<file path="config.mk">
export PLATFORM = sky130hd
export DESIGN_NAME = csr_sram1_writer_flat
export DESIGN_NICKNAME = d
export VERILOG_FILES = /design/src/rtl/csr_sram1_writer_pkg.sv /design/src/rtl/csr_sram1_writer_if.sv /design/src/rtl/csr_sram1_writer_nibble_packer.sv /design/src/rtl/csr_sram1_writer.sv /design/src/flat_wrapper.sv
export SDC_FILE = /design/constraint.sdc
export NUM_CORES = 1
export LEC_CHECK = 0
export ABC_AREA = 0
export CAP_MARGIN = 20
export CORE_MARGIN = 2
export CORE_UTILIZATION = 36
export DETAILED_ROUTE_END_ITERATION = 6
export DONT_BUFFER_PORTS = 1
export PLACE_DENSITY = 0.59
export SLEW_MARGIN = 40
export SYNTH_ARGS = -nofsm -noshare
export SYNTH_HDL_FRONTEND = slang
export SYNTH_SLANG_ARGS = --single-unit
</file>
<file path="constraint.sdc">
create_clock -name i_clk -period 4.9 [get_ports i_clk]
set_input_delay 0.735 -clock i_clk [delete_from_list [all_inputs] [get_ports i_clk]]
set_output_delay 0.735 -clock i_clk [all_outputs]
set_load 0.005 [all_outputs]
</file>
<file path="src/rtl/csr_sram1_writer_pkg.sv">
// Shared definitions for the CSR SRAM1 writer and reader.
// Holds the SRAM1 word geometry, the row_ptr/col_idx packing constants
// and the writer state encoding.
package csr_sram1_writer_pkg;

  localparam int DATA_W = 256;  // SRAM1 word width
  localparam int ADDR_W = 5;    // SRAM1 address width
  localparam int RP_W   = 8;    // row_ptr entry width
  localparam int RP_N   = 17;   // row_ptr entries per word
  localparam int CI_W   = 4;    // col_idx entry width
  localparam int CI_N   = 64;   // col_idx entries per word
  localparam int CNT_W  = 8;    // col_idx session counter width

  typedef enum logic [2:0] {
    IDLE     = 3'd0,
    RP_FILL  = 3'd1,
    RP_WRITE = 3'd2,
    CI_FILL  = 3'd3,
    CI_WRITE = 3'd4,
    DONE     = 3'd5
  } state_t;

endpackage

</file>
<file path="src/rtl/csr_sram1_writer_if.sv">
// Bundle of the writer's control, stream and SRAM1 write signals.
// Handshake rule for both streams: a transfer happens on a rising edge
// where valid && ready; valid must not depend on ready, data is only
// meaningful while valid is high, and ready is a pure function of state.
interface csr_sram1_writer_if;
  import csr_sram1_writer_pkg::*;

  logic              i_start;
  logic [ADDR_W-1:0] i_base_addr;
  logic              i_rp_valid;
  logic [RP_W-1:0]   i_rp_data;
  logic              o_rp_ready;
  logic              i_ci_valid;
  logic [CI_W-1:0]   i_ci_data;
  logic              i_ci_last;
  logic              o_ci_ready;
  logic              o_wr_en;
  logic [ADDR_W-1:0] o_wr_addr;
  logic [DATA_W-1:0] o_wr_data;
  logic [CNT_W-1:0]  o_ci_count;
  logic              o_busy;
  logic              o_done;
  logic [2:0]        o_state;

  // The writer itself
  modport slave (
    input  i_start, i_base_addr, i_rp_valid, i_rp_data,
           i_ci_valid, i_ci_data, i_ci_last,
    output o_rp_ready, o_ci_ready, o_wr_en, o_wr_addr, o_wr_data,
           o_ci_count, o_busy, o_done, o_state
  );

  // Whoever feeds the streams and watches the SRAM1 port
  modport master (
    output i_start, i_base_addr, i_rp_valid, i_rp_data,
           i_ci_valid, i_ci_data, i_ci_last,
    input  o_rp_ready, o_ci_ready, o_wr_en, o_wr_addr, o_wr_data,
           o_ci_count, o_busy, o_done, o_state
  );

endinterface

</file>
<file path="src/rtl/csr_sram1_writer_nibble_packer.sv">
// csr_nibble_packer: word-wide register written one lane at a time.
// A write stores one LANE_W lane, or two adjacent lanes when 'wide' is set
// (used for the double-width row_ptr entries). 'clr' zeroes the word and
// wins over a write. 'nxt' exposes the value the register takes at the
// next edge so the owner can launch a word that includes the final entry.
module csr_nibble_packer #(
  parameter int DATA_W     = 256,
  parameter int LANE_W     = 4,
  parameter int LANE_IDX_W = 6
) (
  input  logic                  clk,
  input  logic                  rst,
  input  logic                  clr,
  input  logic                  wr,
  input  logic                  wide,
  input  logic [LANE_IDX_W-1:0] lane,
  input  logic [2*LANE_W-1:0]   data,
  output logic [DATA_W-1:0]     nxt
);

  logic [DATA_W-1:0] buf_q;
  logic [DATA_W-1:0] buf_d;

  // Next word: clear, or merge the addressed lane(s) into the held word
  always_comb begin
    buf_d = buf_q;
    if (clr) begin
      buf_d = '0;
    end else if (wr) begin
      buf_d[int'(lane)*LANE_W +: LANE_W] = data[LANE_W-1:0];
      if (wide && (lane != '1)) begin
        buf_d[(int'(lane)+1)*LANE_W +: LANE_W] = data[2*LANE_W-1:LANE_W];
      end
    end
  end

  // Word register
  always_ff @(posedge clk) begin
    if (rst) buf_q <= '0;
    else     buf_q <= buf_d;
  end

  assign nxt = buf_d;

endmodule

</file>
<file path="src/rtl/csr_sram1_writer.sv">
// csr_sram1_writer: packs one row_ptr word (17 x 8 bit) followed by one or
// more col_idx words (64 x 4 bit each) into consecutive SRAM1 addresses
// starting at the latched base address. The SRAM1 write port is fully
// registered; each write is launched on the edge of the completing transfer.
// Optional build macro: CSR_SRAM1_WR_ABORT_EN adds i_abort, which drops
// any session back to IDLE with no further write and no done pulse.
module csr_sram1_writer
  import csr_sram1_writer_pkg::*;
#(
  parameter int DATA_W = csr_sram1_writer_pkg::DATA_W,
  parameter int ADDR_W = csr_sram1_writer_pkg::ADDR_W,
  parameter int RP_W   = csr_sram1_writer_pkg::RP_W,
  parameter int RP_N   = csr_sram1_writer_pkg::RP_N,
  parameter int CI_W   = csr_sram1_writer_pkg::CI_W,
  parameter int CI_N   = csr_sram1_writer_pkg::CI_N
) (
  input logic               i_clk,
  input logic               i_rst,
`ifdef CSR_SRAM1_WR_ABORT_EN
  input logic               i_abort,
`endif
  csr_sram1_writer_if.slave bus
);

  localparam int RP_IDX_W   = $clog2(RP_N);
  localparam int LANE_IDX_W = $clog2(CI_N);

  state_t              state_q, state_d;
  logic [ADDR_W-1:0]   addr_q, addr_d;
  logic [RP_IDX_W-1:0] rp_idx_q, rp_idx_d;
  logic [CNT_W-1:0]    ci_count_q, ci_count_d;
  logic                last_q, last_d;
  logic                wr_en_q, wr_en_d;
  logic [ADDR_W-1:0]   wr_addr_q, wr_addr_d;
  logic [DATA_W-1:0]   wr_data_q, wr_data_d;

  logic                  rp_fire, ci_fire, ci_is_last;
  logic                  pk_clr, pk_wr, pk_wide;
  logic [LANE_IDX_W-1:0] pk_lane, ci_lane;
  logic [RP_W-1:0]       pk_data;
  logic [DATA_W-1:0]     pk_nxt;

  assign rp_fire    = (state_q == RP_FILL) && bus.i_rp_valid;
  assign ci_fire    = (state_q == CI_FILL) && bus.i_ci_valid;
  assign ci_lane    = ci_count_q[LANE_IDX_W-1:0];
  // The 256th entry of a session closes it even without i_ci_last
  assign ci_is_last = bus.i_ci_last || (ci_count_q == '1);

  // Packer control: row_ptr entry k fills nibble lanes 2k and 2k+1,
  // col_idx entry n fills lane n mod 64; the word clears on session start
  // and in each write state once its contents have been launched.
  assign pk_clr  = ((state_q == IDLE) && bus.i_start) ||
                   (state_q == RP_WRITE) || (state_q == CI_WRITE);
  assign pk_wr   = rp_fire || ci_fire;
  assign pk_wide = rp_fire;
  assign pk_lane = rp_fire ? LANE_IDX_W'({rp_idx_q, 1'b0}) : ci_lane;
  assign pk_data = rp_fire ? bus.i_rp_data
                           : {{(RP_W-CI_W){1'b0}}, bus.i_ci_data};

  csr_nibble_packer #(
    .DATA_W     (DATA_W),
    .LANE_W     (CI_W),
    .LANE_IDX_W (LANE_IDX_W)
  ) u_packer (
    .clk  (i_clk),
    .rst  (i_rst),
    .clr  (pk_clr),
    .wr   (pk_wr),
    .wide (pk_wide),
    .lane (pk_lane),
    .data (pk_data),
    .nxt  (pk_nxt)
  );

  // Next-state, address, counters and registered write-port values
  always_comb begin
    state_d    = state_q;
    addr_d     = addr_q;
    rp_idx_d   = rp_idx_q;
    ci_count_d = ci_count_q;
    last_d     = last_q;
    wr_en_d    = 1'b0;
    wr_addr_d  = wr_addr_q;
    wr_data_d  = wr_data_q;

    case (state_q)
      IDLE: begin
        if (bus.i_start) begin
          state_d    = RP_FILL;
          addr_d     = bus.i_base_addr;
          rp_idx_d   = '0;
          ci_count_d = '0;
          last_d     = 1'b0;
        end
      end
      RP_FILL: begin
        if (rp_fire) begin
          rp_idx_d = rp_idx_q + 1'b1;
          if (rp_idx_q == RP_IDX_W'(RP_N - 1)) begin
            state_d   = RP_WRITE;
            wr_en_d   = 1'b1;
            wr_addr_d = addr_q;
            wr_data_d = pk_nxt;
          end
        end
      end
      RP_WRITE: begin
        addr_d  = addr_q + 1'b1;
        state_d = CI_FILL;
      end
      CI_FILL: begin
        if (ci_fire) begin
          ci_count_d = ci_count_q + 1'b1;
          if (ci_is_last || (ci_lane == LANE_IDX_W'(CI_N - 1))) begin
            state_d   = CI_WRITE;
            last_d    = ci_is_last;
            wr_en_d   = 1'b1;
            wr_addr_d = addr_q;
            wr_data_d = pk_nxt;
          end
        end
      end
      CI_WRITE: begin
        addr_d  = addr_q + 1'b1;
        state_d = last_q ? DONE : CI_FILL;
      end
      DONE: begin
        state_d = IDLE;
      end
      default: begin
        state_d = IDLE;
      end
    endcase

`ifdef CSR_SRAM1_WR_ABORT_EN
    if (i_abort && (state_q != IDLE)) begin
      state_d   = IDLE;
      wr_en_d   = 1'b0;
      wr_addr_d = wr_addr_q;
      wr_data_d = wr_data_q;
    end
`endif
  end

  // State and datapath registers
  always_ff @(posedge i_clk) begin
    if (i_rst) begin
      state_q    <= IDLE;
      addr_q     <= '0;
      rp_idx_q   <= '0;
      ci_count_q <= '0;
      last_q     <= 1'b0;
      wr_en_q    <= 1'b0;
      wr_addr_q  <= '0;
      wr_data_q  <= '0;
    end else begin
      state_q    <= state_d;
      addr_q     <= addr_d;
      rp_idx_q   <= rp_idx_d;
      ci_count_q <= ci_count_d;
      last_q     <= last_d;
      wr_en_q    <= wr_en_d;
      wr_addr_q  <= wr_addr_d;
      wr_data_q  <= wr_data_d;
    end
  end

  assign bus.o_rp_ready = (state_q == RP_FILL);
  assign bus.o_ci_ready = (state_q == CI_FILL);
  assign bus.o_wr_en    = wr_en_q;
  assign bus.o_wr_addr  = wr_addr_q;
  assign bus.o_wr_data  = wr_data_q;
  assign bus.o_ci_count = ci_count_q;
  assign bus.o_busy     = (state_q != IDLE);
  assign bus.o_done     = (state_q == DONE);
  assign bus.o_state    = state_q;

endmodule

</file>
<file path="src/flat_wrapper.sv">
// flat-port wrapper written by rule: the top's interface ports become plain ports
module csr_sram1_writer_flat import csr_sram1_writer_pkg::*;
#(
  parameter int DATA_W = csr_sram1_writer_pkg::DATA_W,
  parameter int ADDR_W = csr_sram1_writer_pkg::ADDR_W,
  parameter int RP_W   = csr_sram1_writer_pkg::RP_W,
  parameter int RP_N   = csr_sram1_writer_pkg::RP_N,
  parameter int CI_W   = csr_sram1_writer_pkg::CI_W,
  parameter int CI_N   = csr_sram1_writer_pkg::CI_N
)
  (i_clk, i_rst, bus_i_start, bus_i_base_addr, bus_i_rp_valid, bus_i_rp_data, bus_i_ci_valid, bus_i_ci_data, bus_i_ci_last, bus_o_rp_ready, bus_o_ci_ready, bus_o_wr_en, bus_o_wr_addr, bus_o_wr_data, bus_o_ci_count, bus_o_busy, bus_o_done, bus_o_state);
  csr_sram1_writer_if bus_i ();
  input logic i_clk;
  input logic i_rst;
  input wire logic [$bits(bus_i.i_start)-1:0] bus_i_start;
  input wire logic [$bits(bus_i.i_base_addr)-1:0] bus_i_base_addr;
  input wire logic [$bits(bus_i.i_rp_valid)-1:0] bus_i_rp_valid;
  input wire logic [$bits(bus_i.i_rp_data)-1:0] bus_i_rp_data;
  input wire logic [$bits(bus_i.i_ci_valid)-1:0] bus_i_ci_valid;
  input wire logic [$bits(bus_i.i_ci_data)-1:0] bus_i_ci_data;
  input wire logic [$bits(bus_i.i_ci_last)-1:0] bus_i_ci_last;
  output wire logic [$bits(bus_i.o_rp_ready)-1:0] bus_o_rp_ready;
  output wire logic [$bits(bus_i.o_ci_ready)-1:0] bus_o_ci_ready;
  output wire logic [$bits(bus_i.o_wr_en)-1:0] bus_o_wr_en;
  output wire logic [$bits(bus_i.o_wr_addr)-1:0] bus_o_wr_addr;
  output wire logic [$bits(bus_i.o_wr_data)-1:0] bus_o_wr_data;
  output wire logic [$bits(bus_i.o_ci_count)-1:0] bus_o_ci_count;
  output wire logic [$bits(bus_i.o_busy)-1:0] bus_o_busy;
  output wire logic [$bits(bus_i.o_done)-1:0] bus_o_done;
  output wire logic [$bits(bus_i.o_state)-1:0] bus_o_state;
  assign bus_i.i_start = bus_i_start;
  assign bus_i.i_base_addr = bus_i_base_addr;
  assign bus_i.i_rp_valid = bus_i_rp_valid;
  assign bus_i.i_rp_data = bus_i_rp_data;
  assign bus_i.i_ci_valid = bus_i_ci_valid;
  assign bus_i.i_ci_data = bus_i_ci_data;
  assign bus_i.i_ci_last = bus_i_ci_last;
  assign bus_o_rp_ready = bus_i.o_rp_ready;
  assign bus_o_ci_ready = bus_i.o_ci_ready;
  assign bus_o_wr_en = bus_i.o_wr_en;
  assign bus_o_wr_addr = bus_i.o_wr_addr;
  assign bus_o_wr_data = bus_i.o_wr_data;
  assign bus_o_ci_count = bus_i.o_ci_count;
  assign bus_o_busy = bus_i.o_busy;
  assign bus_o_done = bus_i.o_done;
  assign bus_o_state = bus_i.o_state;
  csr_sram1_writer #(.DATA_W(DATA_W), .ADDR_W(ADDR_W), .RP_W(RP_W), .RP_N(RP_N), .CI_W(CI_W), .CI_N(CI_N)) u_core (.i_clk(i_clk), .i_rst(i_rst), .bus(bus_i));
endmodule
</file>
* Word level (Yosys, flattened, before mapping)
Index checks and enable logic that the tools add are counted.
** Cells by class
- Shift operators :: 4
- Multipliers :: 0
- Bitwise logic cells :: 0
- Muxes and demuxes :: 41
- Equal/unequal tests :: 14
- Magnitude comparators :: 0
- Add/subtract/negate cells :: 6
- Divide/modulo/power cells :: 0
- Reduce and logical (&&, ||, !) cells :: 22
** Operators by type and width (number)
- $mux 256 :: 7
- $bwmux 256 :: 2
- $pmux 256 s2 :: 1
- $shift 4x33->256 const A :: 2
- $shiftx 4x33->256 :: 2
- $mux 5 :: 7
- $neg 8->33 :: 1
- $neg 9->33 :: 1
- $pmux 5 s2 :: 3
- $mux 8 :: 3
- $mux 3 :: 6
- $pmux 8 s2 :: 1
- $pmux 3 s5 :: 1
- $add 5x1->5 const B :: 2
- $reduce_and 5->1 :: 2
- $add 8x1->8 const B :: 1
- $eq 8x8->1 const B :: 1
- $ne 2x1->1 const B :: 4
- $reduce_bool 2->1 :: 4
- $add 6x1->7 const B :: 1
- $mux 1 :: 7
- $eq 3x2->1 const B :: 2
- $eq 3x3->1 const B :: 2
- $eq 6x6->1 const B :: 1
- other kinds (14) :: 23
** Storage, ports and cells
- Bits in latches :: 0
- RAM bits :: 0
- Input port bits :: 23
- Output and inout bits :: 277
- Register bits :: 540
- Memories :: 0
- Word-level logic and storage cells :: 96
- ROM bits :: 0

* Longest topological paths before layout
Gate-level depths: netlist of the first run.
- Depth in word-level cells :: 13
- Depth in mapped cells :: 21
- Gate-level depth less buffers :: 17

* Hierarchy
A second synthesis of the first run with hierarchy kept.
** Unflattened totals
- Cell total of the unflattened synthesis :: 4930
- Area total of the unflattened synthesis :: 35863.1 um^2
** By module, submodules not included
- csr_nibble_packer :: seq. area each 5124.9 um^2, cells an instance 2692, area an instance 19147.1 um^2, times used 1
- csr_sram1_writer :: seq. area each 5685.5 um^2, cells an instance 2238, area an instance 16716.0 um^2, times used 1

* Least setup slack after synthesis of the first run
Ideal clock, no wire load.
- Path kind :: input to register
- From :: input port bus_i_rp_valid
- To :: register u_core.wr_data_q[252] (netlist: u_core.bus.o_wr_data[252])
- Setup slack :: 0.256 ns
- Buffers on the path :: 4
- Stages :: 21
- Setup time :: 0.117 ns
- Required time :: 4.783 ns
- Arrival :: 4.527 ns
- Cells stage by stage :: nand4bb_1 -> buf_4 -> nand2_1 -> inv_1 -> clkbuf_1 -> ha_1 -> buf_2 -> xnor2_1 -> a32o_1 -> nand4_1 -> a21oi_1 -> ha_1 -> inv_1 -> a211oi_1 -> and2_1 -> clkbuf_1 -> nand3_1 -> nor4_1 -> o21ai_0 -> a31o_2 -> a22o_1
** Between the ends
- Longest elaborated chain between the ends :: 12
- Elaborated cells on any way between the ends :: 25
- Those cells by class :: 3 x add/sub; 2 x eq/ne; 4 x shift; 12 x mux; 4 x reduce/logical
** Ends and longest elaborated chain
- start, declared :: line flat_wrapper.sv:17 : input wire logic [$bits(bus_i.i_rp_valid)-1:0] bus_i_rp_valid;
- $logic_and 1x1->1 (*) :: line csr_sram1_writer.sv:43 : assign rp_fire = (state_q == RP_FILL) && bus.i_rp_valid;
- $mux 6 :: line csr_sram1_writer.sv:56 : assign pk_lane = rp_fire ? LANE_IDX_W'({rp_idx_q, 1'b0}) : ci_lane;
- $add 6x1->7 or $neg 8->33 (tied branches) :: line csr_sram1_writer_nibble_packer.sv:32, csr_sram1_writer_nibble_packer.sv:30
- $neg 9->33, or another cell as far along :: line csr_sram1_writer_nibble_packer.sv:32 : buf_d[(int'(lane)+1)*LANE_W +: LANE_W] = data[2*LANE_W-1:LANE_W];
- $shiftx 4x33->256, or another cell as far along :: line csr_sram1_writer_nibble_packer.sv:32
- $bwmux 256 :: line csr_sram1_writer_nibble_packer.sv:32
- $mux 256 :: line csr_sram1_writer_nibble_packer.sv:31 : if (wide && (lane != '1)) begin
- $mux 256 :: line csr_sram1_writer_nibble_packer.sv:29 : end else if (wr) begin
- $mux 256 :: line csr_sram1_writer_nibble_packer.sv:27 : if (clr) begin
- $mux 256 (on tied branches) :: line csr_sram1_writer.sv:114, csr_sram1_writer.sv:99
- $mux 256 (on tied branches) :: line csr_sram1_writer.sv:112, csr_sram1_writer.sv:97
- $pmux 256 s2 :: line csr_sram1_writer.sv:86 : case (state_q)
- end signal, assigned :: line csr_sram1_writer.sv:164 : wr_data_q <= wr_data_d;
- end, declared :: line csr_sram1_writer.sv:35 : logic [DATA_W-1:0] wr_data_q, wr_data_d;
Mark *: on every way between the ends. The rest lies on a longest branch, timed or not. The select of a mux whose other input is x is not followed.
A chain may end at the register's enable or synchronous reset.

* Worst setup path after layout of the first run
- From :: register u_core.state_q[1] (netlist: u_core.bus.o_state[1])
- To :: register u_core.wr_data_q[231] (netlist: u_core.bus.o_wr_data[231])
** Between the ends
- Longest elaborated chain between the ends :: 13
- Elaborated cells on any way between the ends :: 38
- Those cells by class :: 3 x add/sub; 9 x eq/ne; 4 x shift; 12 x mux; 10 x reduce/logical
** Ends and longest elaborated chain
- start, declared :: line csr_sram1_writer.sv:28 : state_t state_q, state_d;
- start signal, assigned :: line csr_sram1_writer.sv:157 : state_q <= state_d;
- $eq 3x1->1 :: line csr_sram1_writer.sv:43, csr_sram1_writer.sv:86
- $logic_and 1x1->1 :: line csr_sram1_writer.sv:43
- $mux 6 :: line csr_sram1_writer.sv:56
- $add 6x1->7 or $neg 8->33 (tied branches) :: line csr_sram1_writer_nibble_packer.sv:32, csr_sram1_writer_nibble_packer.sv:30
- $neg 9->33, or another cell as far along :: line csr_sram1_writer_nibble_packer.sv:32
- $shiftx 4x33->256, or another cell as far along :: line csr_sram1_writer_nibble_packer.sv:32
- $bwmux 256 :: line csr_sram1_writer_nibble_packer.sv:32
- $mux 256 :: line csr_sram1_writer_nibble_packer.sv:31
- $mux 256 :: line csr_sram1_writer_nibble_packer.sv:29
- $mux 256 :: line csr_sram1_writer_nibble_packer.sv:27
- $mux 256 (on tied branches) :: line csr_sram1_writer.sv:114, csr_sram1_writer.sv:99
- $mux 256 (on tied branches) :: line csr_sram1_writer.sv:112, csr_sram1_writer.sv:97
- $pmux 256 s2 :: line csr_sram1_writer.sv:86
Several ways; a longest one is shown, not always the timed one. The select of a mux whose other input is x is not followed.

==> qor.yml, run 1 <==
outcome:
  outcome: "finished, final reports clean"
drt:
  ant_nets: 0
  vias: 21500
  m1WireLength_um: 39400
  highest_layer: "met4"
  first_pass_iters: 6
  drc: 0
  drt-initial-drc-count: 2286
  met3_wirelength_um: 8520
  met2_length_um: 43600
  avgRoutedWirePerCell_um: 26.8
  routed_via_density: 6.00
  wl_um: 96100
logic_synthesis:
  synth-seq-cells: 540
  synthArstFlopShare_pct: 0
  synth_area_per_cell_sq_um: 8.81
  yosys.cell_types.count: 86
  netlist_area_sq_mm: 0.0237
  syn_nets: 2716
  synth_edf_count: 0
  yosysSeqAreaShare_pct: 45.7
  synth_top_flop_cell: "dfxtp_1"
  synthCells: 2685
  ys_warn_count: 0
cells_and_area:
  drive_gt1_share_pct: 13.7
  final_core_util_pct: 42.3
  layout.cells.non_filler: 3588
  multiInputGateArea_sq_mm: 0.0120
  final_nets: 2714
  fin_area_sq_mm: 0.0273
  seqCellArea_sq_mm: 0.0108
  fill_cells: 6395
  flow.area_growth_from_synthesis_pct: 15.6
setup_path:
  crit_arrival_ns: 5.22
  cp_max_fo: 23
  cp_common_cell: "buf_4"
  max_stage_delay_ns: 0.88
  path_class: "reg2reg"
  start_kind: "register"
  slowest_stage: "nor4_1"
  path_cells: "nand4bb_2, o21ai_2, inv_2, ha_1, buf_4, a2111oi_0, buf_4, nor2_1, xor2_1, a21o_1, buf_12, nor4_1, buf_4, a21oi_1, o21ai_0"
  worst_setup_path_end_kind: "register"
  critical_path_required_ns: 5.45
global_route:
  gr-total-overflow: 0
  grt_pass1_wl_um: 139000
  grt_pass1_vias: 20400
  antenna_found_initial: 0
  grt_use_total_pct: 27.3
  grt_max_degree: 169
clock_tree:
  hold_buffers: 0
  clock_sinks: 540
  clk_latency_ns: 0.66
  htreeDepth: 2
  cts_made_buffers: 57
  path_clk_slew_ns: 0.06
  ctsResizeCount: 0
  cts_setup_buffers: 0
  tritoncts: "built"
  clk_path_buf_depth: 3
  clock-root-buffer: "clkbuf_16"
power:
  swShare_pct: 24.2
  irDropWorstVdd_v: 0.000212
  intPower_mw: 7.50
  p_leak_nw: 10.3
  seq_power_share_pct: 44.9
  power_density_mw_per_mm2: 362
  combPwrFrac_pct: 5.0
  clkPwrFrac_pct: 50.0
  p_sw_mw: 2.39
timing:
  finalHoldWorstSlack_ns: 0.149
  hold_viol_final: 0
  finalSetupViolCount: 0
  max_slew.worst_pin.slew_ns: 1.01
  finClkSkew_ns: 0.0482
  fin_setup_tns_ns: 0
  period_share_pct: 95.3
  fin_crit_ns: 4.67
  rsz0062_at_grt: "false"
  slew-limit-headroom_pct: 31.9
  drv_slew: 0
  max_freq_mhz: 214
die:
  floorplan.initialDensity_pct: 36.6
  die_w_um: 260
  die_h_um: 260
  core_area_sq_mm: 0.0647
  num_rows: 93
  dieArea_sq_mm: 0.0678
  num_io_pins: 300
placement:
  portBuffers: 0
  placed_cells: 3479
  dpl_cell_area_sq_mm: 0.0252
  routabilityCongestion: 0.990
  dp_hpwl_um: 69000
job:
  drv_cap: 0
worst_hold_path:
  hold_class: "in2reg"
registers in the layout, summed over array words and instances, names as in the netlist:
register,flops
u_core.rp_idx_q,5
u_core.last_q,1
u_core.bus.o_wr_addr,5
u_core.bus.o_wr_data,256
u_core.bus.o_state,3
u_core.bus.o_ci_count,8
u_core.u_packer.buf_q,256
u_core.addr_q,5
u_core.bus.o_wr_en,1
final timing paths:
kind                              start                        end  slack [ns]  depth (start not counted)
hold / removal                    i_rst    u_core.bus.o_wr_addr[0]        0.15                          1
hold reg to reg        u_core.addr_q[4]    u_core.bus.o_wr_addr[4]        0.45                          2
setup reg to reg  u_core.bus.o_state[1]  u_core.bus.o_wr_data[231]        0.23                         15
setup / recovery  u_core.bus.o_state[1]  u_core.bus.o_wr_data[231]        0.23                         15
critical path, delay by kind of cell (launching register included):
kind	cells	cell delay [ns]
AND/OR/NAND/NOR	3	1.32
AO/OA/AOI/OAI	5	1.38
XOR/XNOR	1	0.17
adder cells (fa/ha/maj)	1	0.37
buffers and inverters	5	1.01
flip-flops	1	0.33
layer usage:
| layer | GRT usage [%] | vias up |
|---|---|---|
| li1 | - | 9733 |
| met3 | 6.04 | 201 |
| met4 | 12.6 | 0 |
| met1 | 35.4 | 10600 |
| met5 | 0 | - |
| met2 | 43.3 | 1022 |
final cells by class:
| class | instances | area share [%] |
|---|---|---|
| repair buffers | 154 | 4.47 |
| inverters | 21 | 0.288 |
| clock buffers | 61 | 5.34 |
| clock inverters | 47 | 2.61 |
| multi-input cells | 1909 | 43.8 |
| flip-flops and latches | 540 | 39.5 |
| diodes | 1 | 0.00915 |
| well taps | 855 | 3.91 |
per-stage QoR:
step / total power, mW / setup WS (ns)
floorplan: 4.86 / 0.256
global placement: 5.02 / 0.148
detailed placement: 5.03 / 0.124
CTS: 9.96 / 0.388
global route: 10.2 / 0.123
finish: 9.90 / 0.232
logic make-up (layout without fill, tap and decap cells):
| kind of cell | Yosys count | in the layout | synth area share [%] |
|---|---|---|---|
| muxes | 225 | 225 | 9.67 |
| AOI/OAI and AO/OA | 681 | 681 | 19.6 |
| adders and majority gates | 8 | 8 | 0.423 |
| DFF | 540 | 540 | 45.7 |
| and+or+nand+nor | 978 | 978 | 19.8 |
| buffers and inverters | 236 | 283 | 4.16 |
| other | 0 | 1 | 0 |
| xor gates and xnor gates | 17 | 17 | 0.693 |
layout by cell type, fill, tap and decap left out, types with 32 or more instances in the layout:
| cell type | n |
|---|---|
| a21oi_1 | 97 |
| buf_4 | 148 |
| nor3_1 | 66 |
| nand4_1 | 32 |
| nor2_1 | 374 |
| o21ai_0 | 189 |
| dfxtp_1 | 540 |
| mux2i_1 | 204 |
| nand3_1 | 62 |
| a31oi_1 | 40 |
| a22o_1 | 64 |
| clkbuf_16 | 57 |
| a211oi_1 | 80 |
| nand2_1 | 239 |
synth_stat cells, drive strengths merged (15+ instances only):
| library cell | number | area, sq um |
|---|---|---|
| mux2 | 19 | 214 |
| clkbuf | 175 | 659 |
| nor3 | 84 | 574 |
| and3 | 22 | 138 |
| and2 | 15 | 93.8 |
| a31oi | 40 | 250 |
| a21oi | 100 | 508 |
| nor4 | 35 | 259 |
| dfxtp | 540 | 10800 |
| inv | 21 | 78.8 |
| o221a | 17 | 191 |
| o21ai | 216 | 1100 |
| buf | 40 | 245 |
| nand4 | 32 | 200 |
| a211oi | 81 | 613 |
| nand2 | 241 | 907 |
| o221ai | 18 | 158 |
| a22o | 64 | 561 |
| mux2i | 206 | 2070 |
| nand3 | 63 | 320 |
| nor2 | 386 | 1470 |
| o211a | 31 | 310 |
| or3 | 24 | 150 |
power groups by stage:
stage | clock, mW | sequential, mW | combinational (mW)
after detailed placement | 0 | 4.54 | 0.488
after CTS | 5.03 | 4.45 | 0.489
final | 4.95 | 4.45 | 0.500
after global placement | 0 | 4.54 | 0.479
after floorplan | 0 | 4.54 | 0.321
after global routing | 5.19 | 4.45 | 0.529
Note: power is estimated with default switching activity, not from simulation.
==> run 2, diff against run 1 <==
--- a/config.mk
+++ b/config.mk
@@ -11,7 +11,7 @@
 export CORE_UTILIZATION = 36
 export DETAILED_ROUTE_END_ITERATION = 6
 export DONT_BUFFER_PORTS = 1
-export PLACE_DENSITY = 0.59
+export PLACE_DENSITY_LB_ADDON = 0.15
 export SLEW_MARGIN = 40
 export SYNTH_ARGS = -nofsm -noshare
 export SYNTH_HDL_FRONTEND = slang
==> run 2 against run 1 <==
Net effect:
- first-iteration DRC count fell by 25%
- via count down 1.4%
- critical path type unchanged
- die area is the same
- sequential power about the same
- cell count decreased by 0.50%
- setup slack lost 0.091 ns
- clock-buffer cell count up 18
- sequential share of layout area rose by 0.34 points
==> qor.yml, run 2 (synthesized netlist as in run 1, its figures left out) <==
clock_tree:
  cts_made_buffers: 59  # +3.5%
  tritoncts: "built"
  htreeDepth: 2  # unchanged
  cts_setup_buffers: 0  # unchanged
  clk_path_buf_depth: 3  # unchanged
  clk_latency_ns: 0.63  # -0.03 ns
  clock-root-buffer: "clkbuf_16"
  path_clk_slew_ns: 0.06  # about the same
  clock_sinks: 540  # unchanged
  hold_buffers: 0  # unchanged
timing:
  hold_viol_final: 0  # unchanged
  rsz0062_at_grt: "false"
  finalSetupViolCount: 0  # unchanged
  period_share_pct: 97.1  # +1.9 points
  fin_crit_ns: 4.76  # +0.0911 ns
  max_freq_mhz: 210  # -1.9%
  finClkSkew_ns: 0.0286  # -0.0196 ns
  drv_slew: 0  # unchanged
  slew-limit-headroom_pct: 41.7  # +9.7 points
  fin_setup_tns_ns: 0  # unchanged
  max_slew.worst_pin.slew_ns: 0.867  # -0.145 ns
cells_and_area:
  layout_common_cells: "dfxtp_1, nor2_1, nand2_1, mux2i_1, o21ai_0"
  layout_commonest_cell: "dfxtp_1"
  multiInputGateArea_sq_mm: 0.0120  # +0.28%
  final_nets: 2703  # -0.41%
  seqCellArea_sq_mm: 0.0108  # unchanged
  fill_cells: 6517  # +1.9%
  flow.area_growth_from_synthesis_pct: 14.6
  n_antenna_cell: 0  # -1
  fin_area_sq_mm: 0.0271  # -0.86%
  drive_gt1_share_pct: 13.1  # -0.61 points
setup_path:
  crit_arrival_ns: 5.26  # +0.04 ns
  reg2reg_from: "u_core.bus.o_state[1]"
  path_class: "reg2reg"
  start_kind: "register"
  rr_worst_depth: 17  # +2
  max_stage_delay_ns: 0.60  # -0.28 ns
  slowest_stage: "or3_1"
  worst_setup_path_end_kind: "register"
  r2r_end: "u_core.bus.o_wr_data[92]"
  rrSetupSlack_ns: 0.14  # -0.09 ns
  critical_path_required_ns: 5.40  # -0.05 ns
  path_cells: "nand4bb_2, buf_4, o21ai_2, ha_1, xnor2_1, a32o_1, nand4_1, a21oi_1, ha_1, inv_1, or3_1, nor4_1, buf_4, nor2_1, a311oi_1, buf_4, o21ai_1"
  cp_max_fo: 7  # -70%
  cp_common_cell: "buf_4"
worst_hold_path:
  hold_depth: 1  # unchanged
  whs_endpoint: "u_core.bus.o_wr_addr[0]"
  holdCritStartpoint: "i_rst"
  hold_class: "in2reg"
placement:
  portBuffers: 0  # unchanged
  dp_hpwl_um: 69800  # +1.1%
  routabilityCongestion: 0.961  # -2.9%
  dpl_cell_area_sq_mm: 0.0251  # -0.26%
global_route:
  grt_max_degree: 140  # -17%
  antenna_found_initial: 1  # +1
  grt_pass1_vias: 20600  # +0.89%
  grt_use_total_pct: 27.9  # +0.57 points
  gr-total-overflow: 0  # unchanged
  grt_pass1_wl_um: 141000  # +1.8%
die:
  num_rows: 93  # unchanged
  core_area_sq_mm: 0.0647  # unchanged
  die_w_um: 260  # unchanged
  die_h_um: 260  # unchanged
  dieArea_sq_mm: 0.0678  # unchanged
  num_io_pins: 300  # unchanged
  floorplan.initialDensity_pct: 36.6  # unchanged
drt:
  drc: 0  # unchanged
  avgRoutedWirePerCell_um: 27.2  # +1.5%
  drt-initial-drc-count: 1705  # -25%
  vias: 21200  # -1.4%
  routed_via_density: 5.94  # -0.90%
  wl_um: 97100  # +1.0%
  first_pass_iters: 5  # -1
  ant_nets: 0  # unchanged
job:
  drv_cap: 0  # unchanged
power:
  irDropWorstVdd_v: 0.000262  # +24%
  power_density_mw_per_mm2: 349  # -3.5%
  p_leak_nw: 10.2  # -1.3%
outcome:
  outcome: "finished, final reports clean"
run 2: area by class of cell:
cell class / count / share of cell area [%]
clock buffers: 79 / 6.09
clock inverters: 25 / 1.12
repair buffers: 141 / 4.33
well taps: 855 / 3.95
multi-input cells: 1909 / 44.3
flip-flops and latches: 540 / 39.9
inverters: 21 / 0.291
run 2: what timing repair did:
action	CTS	global route
setup endpoints to repair	0	6
resized for setup	0	5
hold endpoints to repair	0	0
run 2: worst max-delay path, delay by kind of cell (launching register included):
family,cells,cell delay [ns]
compound gates,5,1.15
fa+ha+maj,2,0.54
xor+xnor,1,0.07
flops,1,0.34
simple gates,5,1.68
buf+inv,4,0.86
run 2: how the worst max path moves through the flow:
stage / from / end / slack [ns] / cells past startpoint
6_report: u_core.bus.o_state[1] / u_core.bus.o_wr_data[92] / 0.14 / 17
5_1_grt: u_core.bus.o_state[1] / u_core.bus.o_wr_data[158] / 0.05 / 18
4_1_cts: u_core.bus.o_state[1] / u_core.bus.o_wr_data[191] / 0.25 / 18
3_5_place_dp: bus_i_rp_valid / u_core.bus.o_wr_data[92] / 0.02 / 17
3_3_place_gp: bus_i_rp_valid / u_core.bus.o_wr_data[191] / 0.05 / 18
2_1_floorplan: bus_i_rp_valid / u_core.bus.o_wr_data[252] / 0.26 / 21
run 2: per-layer routing:
| metal | global-route usage (%) | wire, um |
|---|---|---|
| met2 | 44.2 | 44000 |
| met3 | 6.01 | 7560 |
| met1 | 36.7 | 41100 |
| met4 | 11.8 | 4470 |
| met5 | 0 | 0 |
run 2: report_power, final:
group / leakage, nW / internal [mW] / switching [mW] / total (mW)
sequential: 4.35 / 4.43 / 0.0228 / 4.45
clock: 0.955 / 2.62 / 1.89 / 4.51
combinational: 4.88 / 0.136 / 0.367 / 0.503
run 2: metrics by stage:
stage / std cells / hold slack (ns) / util [%] / total power, mW / setup slack (ns)
after floorplan: 2685 / 0.431 / - / 4.86 / 0.256
after global placement: 3465 / 0.449 / 38.7 / 5.03 / 0.0519
after detailed placement: 3465 / 0.456 / 38.8 / 5.04 / 0.0156
after CTS: 3569 / 0.141 / 41.8 / 9.54 / 0.247
after global routing: 3570 / 0.146 / 41.9 / 9.77 / 0.0457
final: 3570 / 0.175 / 41.9 / 9.47 / 0.140
==> run 3, diff against run 2 <==
--- a/config.mk
+++ b/config.mk
@@ -9,9 +9,10 @@
 export CAP_MARGIN = 20
 export CORE_MARGIN = 2
 export CORE_UTILIZATION = 36
+export CTS_CLUSTER_SIZE = 12
 export DETAILED_ROUTE_END_ITERATION = 6
 export DONT_BUFFER_PORTS = 1
-export PLACE_DENSITY_LB_ADDON = 0.15
+export PLACE_DENSITY_LB_ADDON = 0.3
 export SLEW_MARGIN = 40
 export SYNTH_ARGS = -nofsm -noshare
 export SYNTH_HDL_FRONTEND = slang
==> run 3 against run 2 <==
Net effect:
- first-iteration DRC count grew 18%
- flip-flop and latch count unchanged
- register-to-register slack about the same
- sequential power about the same
- worst hold slack worse by 0.022 ns
- cell count increased by 0.22%
- highest routed layer unchanged
==> qor.yml, run 3 (synthesized netlist as in run 1, its figures left out) <==
global_route:
  grt_pass1_vias: 20300  # -1.7%
  grt_pass1_wl_um: 137000  # -3.0%
  gr-total-overflow: 0  # unchanged
  grt_use_total_pct: 26.9  # -1.0 points
  antenna_found_initial: 0  # -1
  grt_max_degree: 131  # -6.4%
clock_tree:
  hold_buffers: 0  # unchanged
  clk_path_buf_depth: 3  # unchanged
  cts_made_buffers: 59  # unchanged
  clk_latency_ns: 0.65  # +0.02 ns
  clock-root-buffer: "clkbuf_16"
  tritoncts: "built"
  htreeDepth: 2  # unchanged
  clock_sinks: 540  # unchanged
  path_clk_slew_ns: 0.06  # about the same
power:
  power.total_mw: 9.40  # -0.71%
  irDropWorstVdd_v: 0.000262  # +0.14%
  p_leak_nw: 10.3  # +0.61%
  power_density_mw_per_mm2: 346  # -0.91%
cells_and_area:
  fill_cells: 6443  # -1.1%
  layout_commonest_cell: "dfxtp_1"
  layout_common_cells: "dfxtp_1, nor2_1, nand2_1, mux2i_1, o21ai_0"
  layout.cells.non_filler: 3578  # +0.22%
  drive_gt1_share_pct: 13.3  # +0.15 points
  fin_area_sq_mm: 0.0272  # +0.20%
  final_nets: 2713  # +0.37%
  flow.area_growth_from_synthesis_pct: 14.8
  final_core_util_pct: 42.0  # +0.083 points
  n_antenna_cell: 0  # unchanged
setup_path:
  start_kind: "register"
  critical_path_required_ns: 5.40  # about the same
  rrSetupSlack_ns: 0.15  # about the same
  cp_max_fo: 9  # +2
  max_stage_delay_ns: 0.41  # -0.19 ns
  worst_setup_path_end_kind: "register"
  path_class: "reg2reg"
  crit_arrival_ns: 5.25  # about the same
  slowest_stage: "nand4bb_2"
  path_cells: "nand4bb_2, nand2_1, inv_1, ha_1, xnor2_1, a32o_1, nand4_1, a21oi_1, ha_1, inv_1, a211oi_1, buf_4, and2_1, nand2b_1, nor3_1, buf_4, or2_2, o211ai_1, a22o_1"
outcome:
  outcome: "finished, final reports clean"
drt:
  avgRoutedWirePerCell_um: 26.4  # -2.9%
  met2_length_um: 43500  # -1.1%
  routed_via_density: 5.96  # +0.35%
  vias: 21300  # +0.58%
  wl_um: 94600  # -2.6%
  first_pass_iters: 5  # unchanged
  highest_layer: "met4"
  met3_wirelength_um: 7760  # +2.6%
  ant_nets: 0  # unchanged
  drc: 0  # unchanged
  drt-initial-drc-count: 2013  # +18%
  m1WireLength_um: 39200  # -4.6%
die:
  core_area_sq_mm: 0.0647  # unchanged
  num_rows: 93  # unchanged
  num_io_pins: 300  # unchanged
  floorplan.initialDensity_pct: 36.6  # unchanged
  dieArea_sq_mm: 0.0678  # unchanged
  die_h_um: 260  # unchanged
  die_w_um: 260  # unchanged
timing:
  hold_viol_final: 0  # unchanged
  max_slew.worst_pin.slew_ns: 0.966  # +0.0995 ns
  setup_ws_ns: 0.151  # +0.0104 ns
  fin_crit_ns: 4.75  # -0.0104 ns
  drv_slew: 0  # unchanged
  rsz0062_at_grt: "false"
  fin_setup_tns_ns: 0  # unchanged
  slew-limit-headroom_pct: 35.3  # -6.3 points
  max_freq_mhz: 211  # +0.22%
  finalSetupViolCount: 0  # unchanged
  period_share_pct: 96.9  # -0.21 points
  finClkSkew_ns: 0.0473  # +0.0187 ns
  finalHoldWorstSlack_ns: 0.153  # -0.0220 ns
placement:
  placed_cells: 3476  # +0.32%
  pre_cts_ws_ns: -0.0385  # -0.0540 ns
  dp_hpwl_um: 69500  # -0.48%
  routabilityCongestion: 0.970  # +0.94%
  dpl_cell_area_sq_mm: 0.0252  # +0.49%
  portBuffers: 0  # unchanged
worst_hold_path:
  hold_class: "in2reg"
job:
  drv_cap: 0  # unchanged
## run 3: changes by cell type in the layout (fill, tap and decap cells not counted), sizes merged
cell	change
clkbuf	-2
buf	+10
clkinvlp	-2
inv	+3
bufinv	-1
## run 3: path summary, 6_finish.rpt
| path | from | endpoint | cells past startpoint |
|---|---|---|---|
| setup / recovery | u_core.bus.o_state[1] | u_core.bus.o_wr_data[196] | 19 |
| hold / removal | i_rst | u_core.bus.o_wr_addr[0] | 1 |
| setup reg to reg | u_core.bus.o_state[1] | u_core.bus.o_wr_data[196] | 19 |
| hold reg to reg | u_core.u_packer.buf_q[20] | u_core.u_packer.buf_q[20] | 2 |
## run 3: worst max-delay path, delay by kind of cell (launching register included)
family	cells	cell delay, ns
and+or+nand+nor	7	1.86
adders and majority gates	2	0.55
AOI/OAI and AO/OA	5	1.11
DFF	1	0.33
xor gates and xnor gates	1	0.13
buffers and inverters	4	0.65
## run 3: repair_timing
item / 4_1_cts / 5_1_grt
setup buffers: 0 / 0
resized for setup: 0 / 3
setup endpoints to repair: 0 / 9
## run 3: layer usage
metal / up-vias / global-route usage, %
met3: 200 / 6.18
met1: 10400 / 34.6
met5: - / 0
met4: 0 / 11.1
li1: 9728 / -
met2: 969 / 43.3
## run 3: power breakdown
group,internal [mW],switching [mW],leakage [nW]
clock,2.53,1.90,0.944
sequential,4.43,0.0221,4.35
combinational,0.144,0.367,4.96
## run 3: final cells by class
| cell class | instances | area, sq um | area share [%] |
|---|---|---|---|
| flip-flops and latches | 540 | 10800 | 39.8 |
| clock buffers | 77 | 1610 | 5.94 |
| multi-input cells | 1909 | 12000 | 44.2 |
| repair buffers | 151 | 1280 | 4.71 |
| well taps | 855 | 1070 | 3.94 |
| clock inverters | 25 | 303 | 1.11 |
| inverters | 21 | 81.3 | 0.299 |
